### src/rtl/vend_pkg.sv
// ---------------------------------------------------------------------------
// vend_pkg
// Shared definitions for the tomato vending chain (credit accumulator,
// select decoder, dispenser).
//   state_t          : credit FSM states IDLE / VEND / REFUND
//   CW               : width of the credit bus
//   MAX_CREDIT       : credit saturation ceiling, in units
//   TOMATO_PRICE     : units deducted per vend
//   DEBOUNCE_CYCLES  : consecutive high samples that register one coin
// ---------------------------------------------------------------------------
package vend_pkg;

    localparam int CW              = 4;
    localparam int MAX_CREDIT      = 8;
    localparam int TOMATO_PRICE    = 5;
    localparam int DEBOUNCE_CYCLES = 4;

    typedef enum logic [1:0] {
        IDLE   = 2'd0,
        VEND   = 2'd1,
        REFUND = 2'd2
    } state_t;

endpackage

### src/rtl/coin_credit_accumulator_if.sv
// ---------------------------------------------------------------------------
// coin_credit_accumulator_if
// Bundles the coin/request inputs and the credit/pulse outputs of the
// credit accumulator.
//   coin_raw, coin_val      : coin sensor level and coin value (1..3, 0 = bad)
//   vend_req, refund_req    : level requests
//   credit                  : current credit, bits feed decoder a3..a0
//   vend_ack, coin_reject,
//   return_pulse            : registered one-cycle pulses
//   state                   : FSM state, exposed for observation
// Handshake: requests are plain levels sampled on every rising edge; there
// is no ready signal. A request that cannot be served in IDLE is dropped,
// and the caller learns the outcome only from vend_ack / return_pulse.
// Modports: master drives the inputs (vending front-end / bench), slave is
// the accumulator.
// ---------------------------------------------------------------------------
interface coin_credit_accumulator_if #(
    parameter int CW = vend_pkg::CW
);
    logic                 coin_raw;
    logic [1:0]           coin_val;
    logic                 vend_req;
    logic                 refund_req;
    logic [CW-1:0]        credit;
    logic                 vend_ack;
    logic                 coin_reject;
    logic                 return_pulse;
    vend_pkg::state_t     state;

    modport master (
        output coin_raw, coin_val, vend_req, refund_req,
        input  credit, vend_ack, coin_reject, return_pulse, state
    );

    modport slave (
        input  coin_raw, coin_val, vend_req, refund_req,
        output credit, vend_ack, coin_reject, return_pulse, state
    );
endinterface

### src/rtl/coin_debounce.sv
// ---------------------------------------------------------------------------
// coin_debounce
// Turns the coin sensor level into a single coin event.
//   clk, reset : clock, synchronous active-high reset
//   coin_raw   : sensor level
//   coin_val   : coin value, passed through with the event
//   coin_evt   : high during the cycle whose rising edge is the
//                DEBOUNCE_CYCLES-th consecutive high sample
//   evt_val    : coin value to be sampled on that same edge
// ---------------------------------------------------------------------------
module coin_debounce #(
    parameter int DEBOUNCE_CYCLES = vend_pkg::DEBOUNCE_CYCLES
) (
    input  logic       clk,
    input  logic       reset,
    input  logic       coin_raw,
    input  logic [1:0] coin_val,
    output logic       coin_evt,
    output logic [1:0] evt_val
);
    localparam int NW = $clog2(DEBOUNCE_CYCLES + 1);
    localparam logic [NW-1:0] CNT_MAX = NW'(DEBOUNCE_CYCLES);

    logic [NW-1:0] cnt_q, cnt_d;

    // The count parks at CNT_MAX while the sensor stays high, which is what
    // blocks a second event until a low sample clears it.
    always_comb begin
        cnt_d = cnt_q;
        if (!coin_raw) begin
            cnt_d = '0;
        end else if (cnt_q != CNT_MAX) begin
            cnt_d = cnt_q + NW'(1);
        end
    end

    always_ff @(posedge clk) begin
        if (reset) begin
            cnt_q <= '0;
        end else begin
            cnt_q <= cnt_d;
        end
    end

    // Event is combinational so the consumer acts on the same edge that
    // completes the count.
    assign coin_evt = coin_raw && (cnt_q == CNT_MAX - NW'(1));
    assign evt_val  = coin_val;

endmodule

### src/rtl/coin_credit_accumulator.sv
// ---------------------------------------------------------------------------
// coin_credit_accumulator
// Debounces coins, accumulates credit (0..MAX_CREDIT) and runs vend and
// refund transactions. All outputs are registered.
//   clk    : system clock, rising edge
//   reset  : synchronous, active-high; aborts any vend/refund, drops credit
//   bus    : coin_credit_accumulator_if.slave (inputs coin_raw, coin_val,
//            vend_req, refund_req; outputs credit, vend_ack, coin_reject,
//            return_pulse, state)
// ---------------------------------------------------------------------------
module coin_credit_accumulator
    import vend_pkg::*;
#(
    parameter int CW              = vend_pkg::CW,
    parameter int MAX_CREDIT      = vend_pkg::MAX_CREDIT,
    parameter int TOMATO_PRICE    = vend_pkg::TOMATO_PRICE,
    parameter int DEBOUNCE_CYCLES = vend_pkg::DEBOUNCE_CYCLES
) (
    input  logic                        clk,
    input  logic                        reset,
    coin_credit_accumulator_if.slave    bus
);
    localparam logic [CW:0]   MAX_W   = (CW+1)'(MAX_CREDIT);
    localparam logic [CW-1:0] PRICE_W = CW'(TOMATO_PRICE);
    localparam logic [CW-1:0] ONE_W   = CW'(1);

    state_t        state_q, state_d;
    logic [CW-1:0] credit_q, credit_d;
    logic          vend_ack_q, vend_ack_d;
    logic          coin_reject_q, coin_reject_d;
    logic          return_pulse_q, return_pulse_d;

    logic          coin_evt;
    logic [1:0]    evt_val;
    logic [CW:0]   coin_sum;
    logic          coin_ok;

    coin_debounce #(
        .DEBOUNCE_CYCLES (DEBOUNCE_CYCLES)
    ) u_debounce (
        .clk      (clk),
        .reset    (reset),
        .coin_raw (bus.coin_raw),
        .coin_val (bus.coin_val),
        .coin_evt (coin_evt),
        .evt_val  (evt_val)
    );

    // One bit wider than the bus so an over-ceiling sum is seen, not wrapped.
    assign coin_sum = {1'b0, credit_q} + {{(CW-1){1'b0}}, evt_val};

    // A coin is only credited when nothing else wants to move the credit in
    // the same cycle.
    assign coin_ok = (state_q == IDLE) && !bus.vend_req && !bus.refund_req &&
                     (evt_val != 2'd0) && (coin_sum <= MAX_W);

    always_comb begin
        state_d        = state_q;
        credit_d       = credit_q;
        vend_ack_d     = 1'b0;
        coin_reject_d  = 1'b0;
        return_pulse_d = 1'b0;

        case (state_q)
            IDLE: begin
                if (bus.vend_req && (credit_q >= PRICE_W)) begin
                    state_d    = VEND;
                    credit_d   = credit_q - PRICE_W;
                    vend_ack_d = 1'b1;
                end else if (bus.refund_req && (credit_q != '0)) begin
                    // First unit is paid on the accepting edge; a one-unit
                    // refund therefore never leaves IDLE.
                    credit_d       = credit_q - ONE_W;
                    return_pulse_d = 1'b1;
                    state_d        = (credit_q == ONE_W) ? IDLE : REFUND;
                end
            end
            VEND: begin
                state_d = IDLE;
            end
            REFUND: begin
                credit_d       = credit_q - ONE_W;
                return_pulse_d = 1'b1;
                state_d        = (credit_q == ONE_W) ? IDLE : REFUND;
            end
            default: begin
                state_d = IDLE;
            end
        endcase

        if (coin_evt) begin
            if (coin_ok) begin
                credit_d = coin_sum[CW-1:0];
            end else begin
                coin_reject_d = 1'b1;
            end
        end
    end

    always_ff @(posedge clk) begin
        if (reset) begin
            state_q        <= IDLE;
            credit_q       <= '0;
            vend_ack_q     <= 1'b0;
            coin_reject_q  <= 1'b0;
            return_pulse_q <= 1'b0;
        end else begin
            state_q        <= state_d;
            credit_q       <= credit_d;
            vend_ack_q     <= vend_ack_d;
            coin_reject_q  <= coin_reject_d;
            return_pulse_q <= return_pulse_d;
        end
    end

    assign bus.credit       = credit_q;
    assign bus.vend_ack     = vend_ack_q;
    assign bus.coin_reject  = coin_reject_q;
    assign bus.return_pulse = return_pulse_q;
    assign bus.state        = state_q;

endmodule

### src/flat_wrapper.sv
// flat-port wrapper written by rule: the top's interface ports become plain ports
module coin_credit_accumulator_flat import vend_pkg::*;
#(
    parameter int CW              = vend_pkg::CW,
    parameter int MAX_CREDIT      = vend_pkg::MAX_CREDIT,
    parameter int TOMATO_PRICE    = vend_pkg::TOMATO_PRICE,
    parameter int DEBOUNCE_CYCLES = vend_pkg::DEBOUNCE_CYCLES
)
  (clk, reset, bus_coin_raw, bus_coin_val, bus_vend_req, bus_refund_req, bus_credit, bus_vend_ack, bus_coin_reject, bus_return_pulse, bus_state);
  coin_credit_accumulator_if #(.CW(CW)) bus_i ();
  input  logic clk;
  input  logic reset;
  input wire logic [$bits(bus_i.coin_raw)-1:0] bus_coin_raw;
  input wire logic [$bits(bus_i.coin_val)-1:0] bus_coin_val;
  input wire logic [$bits(bus_i.vend_req)-1:0] bus_vend_req;
  input wire logic [$bits(bus_i.refund_req)-1:0] bus_refund_req;
  output wire logic [$bits(bus_i.credit)-1:0] bus_credit;
  output wire logic [$bits(bus_i.vend_ack)-1:0] bus_vend_ack;
  output wire logic [$bits(bus_i.coin_reject)-1:0] bus_coin_reject;
  output wire logic [$bits(bus_i.return_pulse)-1:0] bus_return_pulse;
  output wire logic [$bits(bus_i.state)-1:0] bus_state;
  assign bus_i.coin_raw = bus_coin_raw;
  assign bus_i.coin_val = bus_coin_val;
  assign bus_i.vend_req = bus_vend_req;
  assign bus_i.refund_req = bus_refund_req;
  assign bus_credit = bus_i.credit;
  assign bus_vend_ack = bus_i.vend_ack;
  assign bus_coin_reject = bus_i.coin_reject;
  assign bus_return_pulse = bus_i.return_pulse;
  assign bus_state = bus_i.state;
  coin_credit_accumulator #(.CW(CW), .MAX_CREDIT(MAX_CREDIT), .TOMATO_PRICE(TOMATO_PRICE), .DEBOUNCE_CYCLES(DEBOUNCE_CYCLES)) u_core (.clk(clk), .reset(reset), .bus(bus_i));
endmodule
### config.mk
export PLATFORM = sky130hd
export DESIGN_NAME = coin_credit_accumulator_flat
export DESIGN_NICKNAME = d
export VERILOG_FILES = /design/src/rtl/vend_pkg.sv /design/src/rtl/coin_credit_accumulator_if.sv /design/src/rtl/coin_debounce.sv /design/src/rtl/coin_credit_accumulator.sv /design/src/flat_wrapper.sv
export SDC_FILE = /design/constraint.sdc
export NUM_CORES = 1
export LEC_CHECK = 0
export CORE_MARGIN = 3
export CORE_UTILIZATION = 35
export DETAILED_ROUTE_END_ITERATION = 6
export PLACE_DENSITY = 0.57
export REMOVE_ABC_BUFFERS = 1
export SYNTH_ARGS = -nofsm -noshare
export SYNTH_HDL_FRONTEND = slang
export SYNTH_SLANG_ARGS = --single-unit
### constraint.sdc
create_clock -name clk -period 3.3 [get_ports clk]
set_input_delay 0.495 -clock clk [delete_from_list [all_inputs] [get_ports clk]]
set_output_delay 0.495 -clock clk [all_outputs]
set_load 0.01 [all_outputs]
==> Word level (Yosys, flattened, before mapping) <==
Cells that the tools add are included.
{ "classes": {"muxes": 14, "reduce_logical": 15, "bitwise": 3, "addsub": 4, "order_cmp": 2, "n_eq_ne": 5} }
{ "op_table": {"columns": ["cell", "n"], "rows": [
  ["$mux 4", 4],
  ["$pmux 4 s2", 1],
  ["$logic_and 1x1->1", 7],
  ["$mux 2", 3],
  ["$ne 3x3->1 const B", 2],
  ["$reduce_or 2->1", 3],
  ["$add 4x2->5", 1],
  ["$le 5x4->1 const B", 1],
  ["$eq 4x1->1 const B", 1],
  ["$ge 4x3->1 const B", 1],
  ["$mux 1", 4],
  ["$pmux 2 s2", 1],
  ["$reduce_bool 4->1", 1],
  ["$sub 4x1->4 const B", 1],
  ["$sub 4x3->4 const B", 1],
  ["$add 3x1->3 const B", 1],
  ["$eq 3x2->1 const B", 1],
  ["$not 1->1", 3],
  ["$eq 2x2->1 const B", 1],
  ["$logic_not 1->1", 2],
  ["$logic_not 2->1", 1],
  ["$pmux 1 s2", 1],
  ["$reduce_bool 2->1", 1]
]} }
{ "word_totals": {"out_inout_bits": 9, "reg_bits": 12} }

==> Depth between registers and ports, before layout <==
Gate-level depths: netlist of the first run.
{ "depth": {"word_depth": 7, "ltp_mapped": 8} }

==> By module <==
Synthesis of the first run repeated with hierarchy kept, for this count alone.
{ "hier_totals": {"cells_unflattened": 106, "hier_area_um2": 898.4} }
{ "modules_own_cells": {"columns": ["mod", "area_each_um2", "cells_each", "seq_area_each_um2", "instances"], "rows": [
  ["coin_credit_accumulator", 711.9, 85, 180.2, 1],
  ["coin_debounce", 186.4, 21, 60.1, 1]
]} }

==> Least setup slack after synthesis of the first run <==
No wires, ideal clock.
{ "synth_path": {"kind": "input port to flip-flop", "startpoint": "input port bus_coin_val[0]", "endpoint": "register u_core.credit_q[2], in the netlist u_core.bus.credit[2]", "required_time_ns": 3.170, "setup_time_ns": 0.130, "arrival_ns": 1.929, "path_stages": 7, "n_path_buf": 0, "path_slack_ns": 1.242, "path_cell_list": "ha_1 -> fa_1 -> xor2_1 -> nor3_1 -> o2111a_1 -> a221oi_1 -> a211oi_2"} }
{ "synth_between": {"elab_chain_len": 5, "word_cells_on_any_way": 7, "classes_between": "add/sub: 1; order compare: 1; mux: 2; reduce/logical: 3"} }
{ "synth_rtl": {"columns": ["element", "line", "source"], "rows": [
  ["start, declared", "flat_wrapper.sv:14", "input wire logic [$bits(bus_i.coin_val)-1:0] bus_coin_val;"],
  ["$add 4x2->5 / $reduce_bool 2->1 (equally long branches)", "coin_credit_accumulator.sv:50, coin_credit_accumulator.sv:55", null],
  ["$le 5x4->1 / $logic_and 1x1->1 (equally long branches)", "coin_credit_accumulator.sv:55, coin_credit_accumulator.sv:54", null],
  ["$logic_and 1x1->1", "coin_credit_accumulator.sv:55", "(evt_val != 2'd0) && (coin_sum <= MAX_W);"],
  ["$mux 4 (*)", "coin_credit_accumulator.sv:92", "if (coin_ok) begin"],
  ["$mux 4 (*)", "coin_credit_accumulator.sv:91", "if (coin_evt) begin"],
  ["end signal, assigned", "coin_credit_accumulator.sv:109", "credit_q <= credit_d;"],
  ["end, declared", "coin_credit_accumulator.sv:28", "logic [CW-1:0] credit_q, credit_d;"]
]} }
Every way passes the cells marked *; elsewhere a longest branch is shown, timed or not.
A chain may end at the register's enable or synchronous reset.

==> Worst setup path after layout of the first run <==
Ends and elaborated chain as after synthesis.

==> impl_summary.log, run 1 <==
INFO  metric vias = 841
INFO  metric fin_nets = 136
INFO  metric cts-resized-gates = 0
INFO  metric most_common_library_cell_in_the_layout_ignoring_fill_and_taps = sky130_fd_sc_hd__clkdlybuf4s50_1
INFO  metric row_count = 17
INFO  metric crit_required = 3500 ps
INFO  metric numClockSinks = 12
INFO  metric maxClockFrequency = 0.407 GHz
INFO  metric outcome = complete, no violations
INFO  metric yosysUniqueCellTypes = 39
INFO  metric layout-drive-gt1-share = 6.67%
INFO  metric worst_slew_margin_rel = 57.8%
INFO  metric powerDensity = 821 nW/um2
INFO  metric slew_viol_final = 0
INFO  metric globalplace.congestion = 0.815
INFO  metric start_util = 39.0%
INFO  metric fin_setup_tns = 0 ps
INFO  metric type_of_the_worst_min_delay_path = flip-flop to flip-flop
INFO  metric grt_max_degree = 18
INFO  metric p_clk_share = 13.0%
INFO  metric postSynth.asyncResetShare = 0%
INFO  metric syn-instance-count = 109
INFO  metric boundary_pins = 16
INFO  metric leakage = 0.000425 uW
INFO  metric fp.dieArea = 3250 um2
INFO  metric mean_cell_area_of_the_mapped_netlist = 8.37 um2
INFO  metric clock_tree.htree_level_count = 1
INFO  metric critical_path_arrival = 2660 ps
INFO  metric layout_min_cycle_time = 2460 ps
INFO  metric detailed_place_hpwl = 1530 um
INFO  metric hold_buffers = 0
INFO  metric finalCritPeriodShare = 74.5%
INFO  metric number_of_instances_in_the_placed_design = 144
INFO  metric p_int = 500 uW
INFO  metric worst_path_fanout_max = 3
INFO  metric synth-seq-cells = 12
INFO  metric route.antenna.remaining_nets = 0
INFO  metric netSwitchingFraction = 43.6%
INFO  metric portbufs = 15
INFO  metric rsz_0062_raised_after_global_routing = no
INFO  metric post_drt_wl_per_cell = 13.4 um
INFO  metric post-cts-setup-buffers = 0
INFO  metric cts_buffer_depth = 2
INFO  metric worstSkewPairLatency = 270 ps
INFO  metric synth.yosys.seq_area_share = 26.3%
INFO  metric critPathCaptureType = flip-flop
INFO  metric cts_inserted_buffers = 3
INFO  metric sequential_fraction_of_design_power = 30.5%
INFO  metric cap_viol_max_count = 0
INFO  metric ir_worst_vdd = 0.440 mV
INFO  metric worstMarginPinSlew = 632 ps
INFO  metric first_pass_iters = 4
INFO  metric initialDrtViolationCount = 12
INFO  metric count_of_endpoints_failing_hold_in_the_final_timing_report = 0
INFO  metric clk_transition_reported_paths = 80 ps
INFO  metric antenna_cells_inserted = 0
INFO  metric final_cell_mix = 15 x sky130_fd_sc_hd__clkdlybuf4s50_1, 12 x sky130_fd_sc_hd__dfxtp_1, 11 x sky130_fd_sc_hd__nand2_1
INFO  metric vias_per_cell = 5.68
INFO  metric totalWireLength = 1990 um
INFO  metric remaining_global_route_overflow = 0
INFO  metric areaGrowthSynthToFinish = 18.5%
INFO  metric floorplan.die.height = 57.1 um
INFO  metric power.net_switching = 387 uW
INFO  metric synth.yosys.warnings = 0
INFO  metric crit_path_start_kind = primary input
INFO  metric synthesis.area = 912 um2
INFO  metric chip_width = 57.1 um
INFO  metric p_comb_share = 56.6%
INFO  metric clockRootBuffer = sky130_fd_sc_hd__clkbuf_4
INFO  metric remaining_drc_errors = 0
INFO  metric ff_latch_area = 240 um2
INFO  metric synth_flop_cell = sky130_fd_sc_hd__dfxtp_1
INFO  metric global_router_s_overall_resource_usage = 13.5%
INFO  metric fill_cell_instance_count_of_the_final_layout = 237
INFO  metric final_cell_count_no_fill = 148
INFO  metric timing.setup.critical_path_class = primary input to flip-flop
INFO  metric placeableCoreArea = 2340 um2
INFO  metric setup_viols_final = 0
INFO  metric skew = 2.76 ps
INFO  metric wire_length_of_the_first_global_routing_pass = 3490 um
INFO  metric antenna_found_initial = 0
INFO  metric multi_input_area = 589 um2
INFO  metric synth_edf_count = 0
INFO  metric grt_pass1_vias = 775
INFO  metric tritoncts_clock_tree = built
[per-stage QoR]
| step | power, uW | utilization (%) | worst slack, ps | area (um2) | hold slack, ps |
|---|---|---|---|---|---|
| global route | 981 | 46.2 | 772 | 1080 | 521 |
| finish | 887 | 46.2 | 840 | 1080 | 492 |
| global placement | 777 | 44.7 | 677 | 1040 | 467 |
| floorplan | 605 | - | 1240 | 860 | 457 |
| CTS | 896 | 46.2 | 879 | 1080 | 493 |
| detailed placement | 775 | 44.7 | 604 | 1040 | 487 |
[final cells by class]
| class | instances | share of cell area, % |
|---|---|---|
| sequential | 12 | 22.2 |
| clock buffer | 4 | 3.36 |
| inverter | 8 | 2.78 |
| timing repair buffer | 15 | 13.9 |
| multi-input combinational | 81 | 54.5 |
| tap | 28 | 3.24 |
[routing by layer]
metal	share of wire (%)	global-route usage (%)
met4	0.80	2.98
met5	0	0
met2	44	19.6
met1	49	18.6
met3	6.2	5.88
[synth_stat cells (all sizes together), types with 3 or more instances]
cell,n,area [um2]
xnor2,4,35.0
a21o,3,22.5
dfxtp,12,240
inv,8,30.0
and4b,3,30.0
nand2b,3,18.8
nand3,4,20.0
o21ai,4,20.0
nand2,11,41.3
nor2,8,37.5
ha,7,87.6
buf,6,45.0
nor3,3,20.0
a21oi,6,33.8
[critical path, cell delays in order]
cell	delay, ps
sky130_fd_sc_hd__clkdlybuf4s50_1	430
sky130_fd_sc_hd__ha_1	240
sky130_fd_sc_hd__fa_1	410
sky130_fd_sc_hd__xor2_1	180
sky130_fd_sc_hd__nor3_1	310
sky130_fd_sc_hd__o2111a_1	290
sky130_fd_sc_hd__a221oi_1	70
sky130_fd_sc_hd__a211oi_2	230
[power by group through the flow]
| stage | Combinational (uW) | Clock (uW) | Sequential [uW] |
|---|---|---|---|
| after global routing | 567 | 132 | 283 |
| after floorplan | 336 | 0 | 269 |
| after global placement | 502 | 0 | 274 |
| after detailed placement | 500 | 0 | 275 |
| final | 502 | 115 | 270 |
| after CTS | 504 | 121 | 270 |
[state kept, by name (all words and copies together) (netlist names)]
name,count
u_core.bus.coin_reject,1
u_core.u_debounce.cnt_q,3
u_core.bus.state,2
u_core.bus.vend_ack,1
u_core.bus.return_pulse,1
u_core.bus.credit,4
[final timing paths]
check                                                             start                                       to  slack (ps)  depth (start not counted)
worst max-delay path                                    bus_coin_val[0]          u_core.bus.credit[2]$_SDFF_PP0_         840                          8
worst min-delay path            u_core.u_debounce.cnt_q[2]$_SDFFE_PP0P_  u_core.u_debounce.cnt_q[1]$_SDFFE_PP0P_         490                          2
worst max register to register          u_core.bus.credit[0]$_SDFF_PP0_          u_core.bus.credit[2]$_SDFF_PP0_        1060                          7
worst min register to register  u_core.u_debounce.cnt_q[2]$_SDFFE_PP0P_  u_core.u_debounce.cnt_q[1]$_SDFFE_PP0P_         490                          2
[cells by family after synthesis]
logic type,count (synthesis),share of synthesized area [%]
AND/OR/NAND/NOR,38,22.9
AO/OA/AOI/OAI,30,25.1
buffers and inverters,16,9.05
flip-flops,12,26.3
adder cells (fa/ha/maj),8,11.8
XOR/XNOR,5,4.80
Power figures use the tool's default switching activity.
==> inputs of run 2 (changes only) <==
PLACE_DENSITY = 0.59   (was 0.57)
clock period = 2 ns   (was 3.3 ns; I/O delays follow)
==> impl_summary.log, run 2 (synthesis results as in run 1) <==
INFO  metric clockRootBuffer = sky130_fd_sc_hd__clkbuf_4 (unchanged)
INFO  metric hold_buffers = 0 (unchanged)
INFO  metric final_cell_mix = 14 x sky130_fd_sc_hd__clkdlybuf4s50_1, 11 x sky130_fd_sc_hd__nand2_1, 10 x sky130_fd_sc_hd__buf_4, 10 x sky130_fd_sc_hd__dfxtp_1, 8 x sky130_fd_sc_hd__inv_1 (was 15 x sky130_fd_sc_hd__clkdlybuf4s50_1, 12 x sky130_fd_sc_hd__dfxtp_1, 11 x sky130_fd_sc_hd__nand2_1)
INFO  metric finalCritPeriodShare = 95.3%
INFO  metric worst_path_fanout_max = 5 (was 3)
INFO  metric boundary_pins = 16 (unchanged)
INFO  metric worst_slew_margin_rel = 75.8% (was 57.8%)
INFO  metric vias_per_cell = 5.48 (was 5.68)
INFO  metric worstSkewPairLatency = 270 ps (about the same)
INFO  metric slew_viol_final = 0 (unchanged)
INFO  metric maxClockFrequency = 0.525 GHz
INFO  metric ir_worst_vdd = 0.864 mV (was 0.440 mV)
INFO  metric post_layout_total_power = 1620 uW (was 887 uW)
INFO  metric leakage = 0.000477 uW (was 0.000425 uW)
INFO  metric setup_viols_final = 0 (unchanged)
INFO  metric final_cell_area = 1200 um2 (was 1080 um2)
INFO  metric grt_max_degree = 12 (was 18)
INFO  metric chip_width = 57.1 um (unchanged)
INFO  metric type_of_the_worst_min_delay_path = flip-flop to flip-flop (unchanged)
INFO  metric start_util = 39.0% (unchanged)
INFO  metric global_router_s_overall_resource_usage = 14.3% (was 13.5%)
INFO  metric placeableCoreArea = 2340 um2 (unchanged)
INFO  metric fp.dieArea = 3250 um2 (unchanged)
INFO  metric crit_required = 2140 ps (was 3500 ps)
INFO  metric cap_viol_max_count = 0 (unchanged)
INFO  metric totalWireLength = 2180 um (was 1990 um)
INFO  metric placed_cell_area = 1120 um2 (was 1040 um2)
INFO  metric numClockSinks = 12 (unchanged)
INFO  metric ff_latch_area = 243 um2 (was 240 um2)
INFO  metric outcome = complete, no violations (unchanged)
INFO  metric crit_path_start_kind = primary input (unchanged)
INFO  metric multi_input_area = 646 um2 (was 589 um2)
INFO  metric rsz_0062_raised_after_global_routing = no (unchanged)
INFO  metric powerDensity = 1350 nW/um2 (was 821 nW/um2)
INFO  metric layout_min_cycle_time = 1910 ps
INFO  metric antenna_cells_inserted = 0 (unchanged)
INFO  metric antenna_found_initial = 0 (unchanged)
INFO  metric count_of_endpoints_failing_hold_in_the_final_timing_report = 0 (unchanged)
INFO  metric timing.setup.critical_path_class = primary input to flip-flop (unchanged)
INFO  metric row_count = 17 (unchanged)
INFO  metric cts_buffer_depth = 2 (unchanged)
INFO  metric hold_path.startpoint = u_core.u_debounce.cnt_q[2]$_SDFFE_PP0P_ (unchanged)
INFO  metric vias = 861 (was 841)
INFO  metric crit-reg2reg-launch = u_core.bus.credit[0]$_SDFF_PP0_ (unchanged)
INFO  metric largest_register_ffs = 4 (unchanged)
INFO  metric critPathCaptureType = flip-flop (unchanged)
INFO  metric skew = 10.3 ps (was 2.76 ps)
INFO  metric remaining_drc_errors = 0 (unchanged)
INFO  metric tritoncts_clock_tree = built (unchanged)
INFO  metric critical_path_arrival = 2040 ps (was 2660 ps)
INFO  metric detailed_place_hpwl = 1740 um (was 1530 um)
INFO  metric fill_cell_instance_count_of_the_final_layout = 237 (unchanged)
INFO  metric fin_hold_ws = 491 ps (was 492 ps)
INFO  metric areaGrowthSynthToFinish = 31.5% (was 18.5%)
INFO  metric initialDrtViolationCount = 16 (was 12)
INFO  metric wire_length_of_the_first_global_routing_pass = 3720 um (was 3490 um)
INFO  metric globalplace.congestion = 0.873 (was 0.815)
INFO  metric critPathLaunch = bus_coin_val[1] (was bus_coin_val[0])
INFO  metric layout-drive-gt1-share = 20.9% (was 6.67%)
INFO  metric worstMarginPinSlew = 362 ps (was 632 ps)
INFO  metric most_common_library_cell_in_the_layout_ignoring_fill_and_taps = sky130_fd_sc_hd__clkdlybuf4s50_1 (unchanged)
INFO  metric post_drt_wl_per_cell = 13.9 um (was 13.4 um)
INFO  metric route.antenna.remaining_nets = 0 (unchanged)
INFO  metric floorplan.die.height = 57.1 um (unchanged)
INFO  metric first_pass_iters = 4 (unchanged)
INFO  metric remaining_global_route_overflow = 0 (unchanged)
INFO  metric portbufs = 15 (unchanged)
INFO  metric clock_tree.htree_level_count = 1 (unchanged)
INFO  metric cts_inserted_buffers = 3 (unchanged)
INFO  metric clk_transition_reported_paths = 80 ps (about the same)
INFO  metric grt_pass1_vias = 807 (was 775)
INFO  metric fin_nets = 146 (was 136)
## run 2: power breakdown
part / internal [uW] / leakage (uW) / switching, uW
logic: 550 / 0.000364 / 509
clock network: 69.5 / 0.0000138 / 72.9
registers: 303 / 0.0000989 / 113
total: 922 / 0.000477 / 695
## run 2: path summary, 6_finish.rpt
kind	endpoint	slack, ps	cells after the start
max	u_core.bus.credit[2]$_SDFF_PP0_	90	7
min	u_core.u_debounce.cnt_q[1]$_SDFFE_PP0P_	490	2
max reg2reg	u_core.bus.credit[2]$_SDFF_PP0_	110	7
min reg2reg	u_core.u_debounce.cnt_q[1]$_SDFFE_PP0P_	490	2
## run 2: what timing repair did
| item | CTS | global route |
|---|---|---|
| setup endpoints to repair | 4 | 3 |
| pin swaps | 3 | 1 |
| resized for setup | 8 | 5 |
| setup buffers | 0 | 0 |
## run 2: layer usage
metal  vias to the layer above  part of all wire [%]  track usage (%)
met1                       406                    46             18.7
li1                        430                     -                -
met5                         -                     0                0
met4                         0                  0.60             3.97
met3                         2                   4.3             2.94
met2                        23                    49             23.7
## run 2: per-stage QoR
stage                     util (%)  setup WS, ps  std cells  TNS [ps]
after CTS                     50.2          26.9        157         0
after detailed placement      47.9          -490        154     -2170
after global routing          51.3          29.1        157         0
final                         51.3          94.2        157         0
after floorplan                  -         -11.2        101     -11.2
after global placement        47.9          -382        154     -1590
## run 2: final cells by class
class / instances / share of cell area, %
Clock buffer: 3 / 1.88
Inverter: 8 / 2.50
Multi-Input combinational cell: 81 / 53.8
Sequential cell: 12 / 20.2
Tap cell: 28 / 2.92
Timing Repair Buffer: 25 / 18.7
## run 2: critical path, cell delays in order
cell                              delay, ps
sky130_fd_sc_hd__clkdlybuf4s50_1        530
sky130_fd_sc_hd__ha_1                   260
sky130_fd_sc_hd__a21o_1                 190
sky130_fd_sc_hd__a32oi_2                260
sky130_fd_sc_hd__o2111ai_2              240
sky130_fd_sc_hd__nor2_1                 190
sky130_fd_sc_hd__a211oi_2                60
==> inputs of run 3 (changes only) <==
SLEW_MARGIN = 20   (was default)
==> results of run 3 <==
No change in the layout: final DEF, timing and power equal those of run 2.
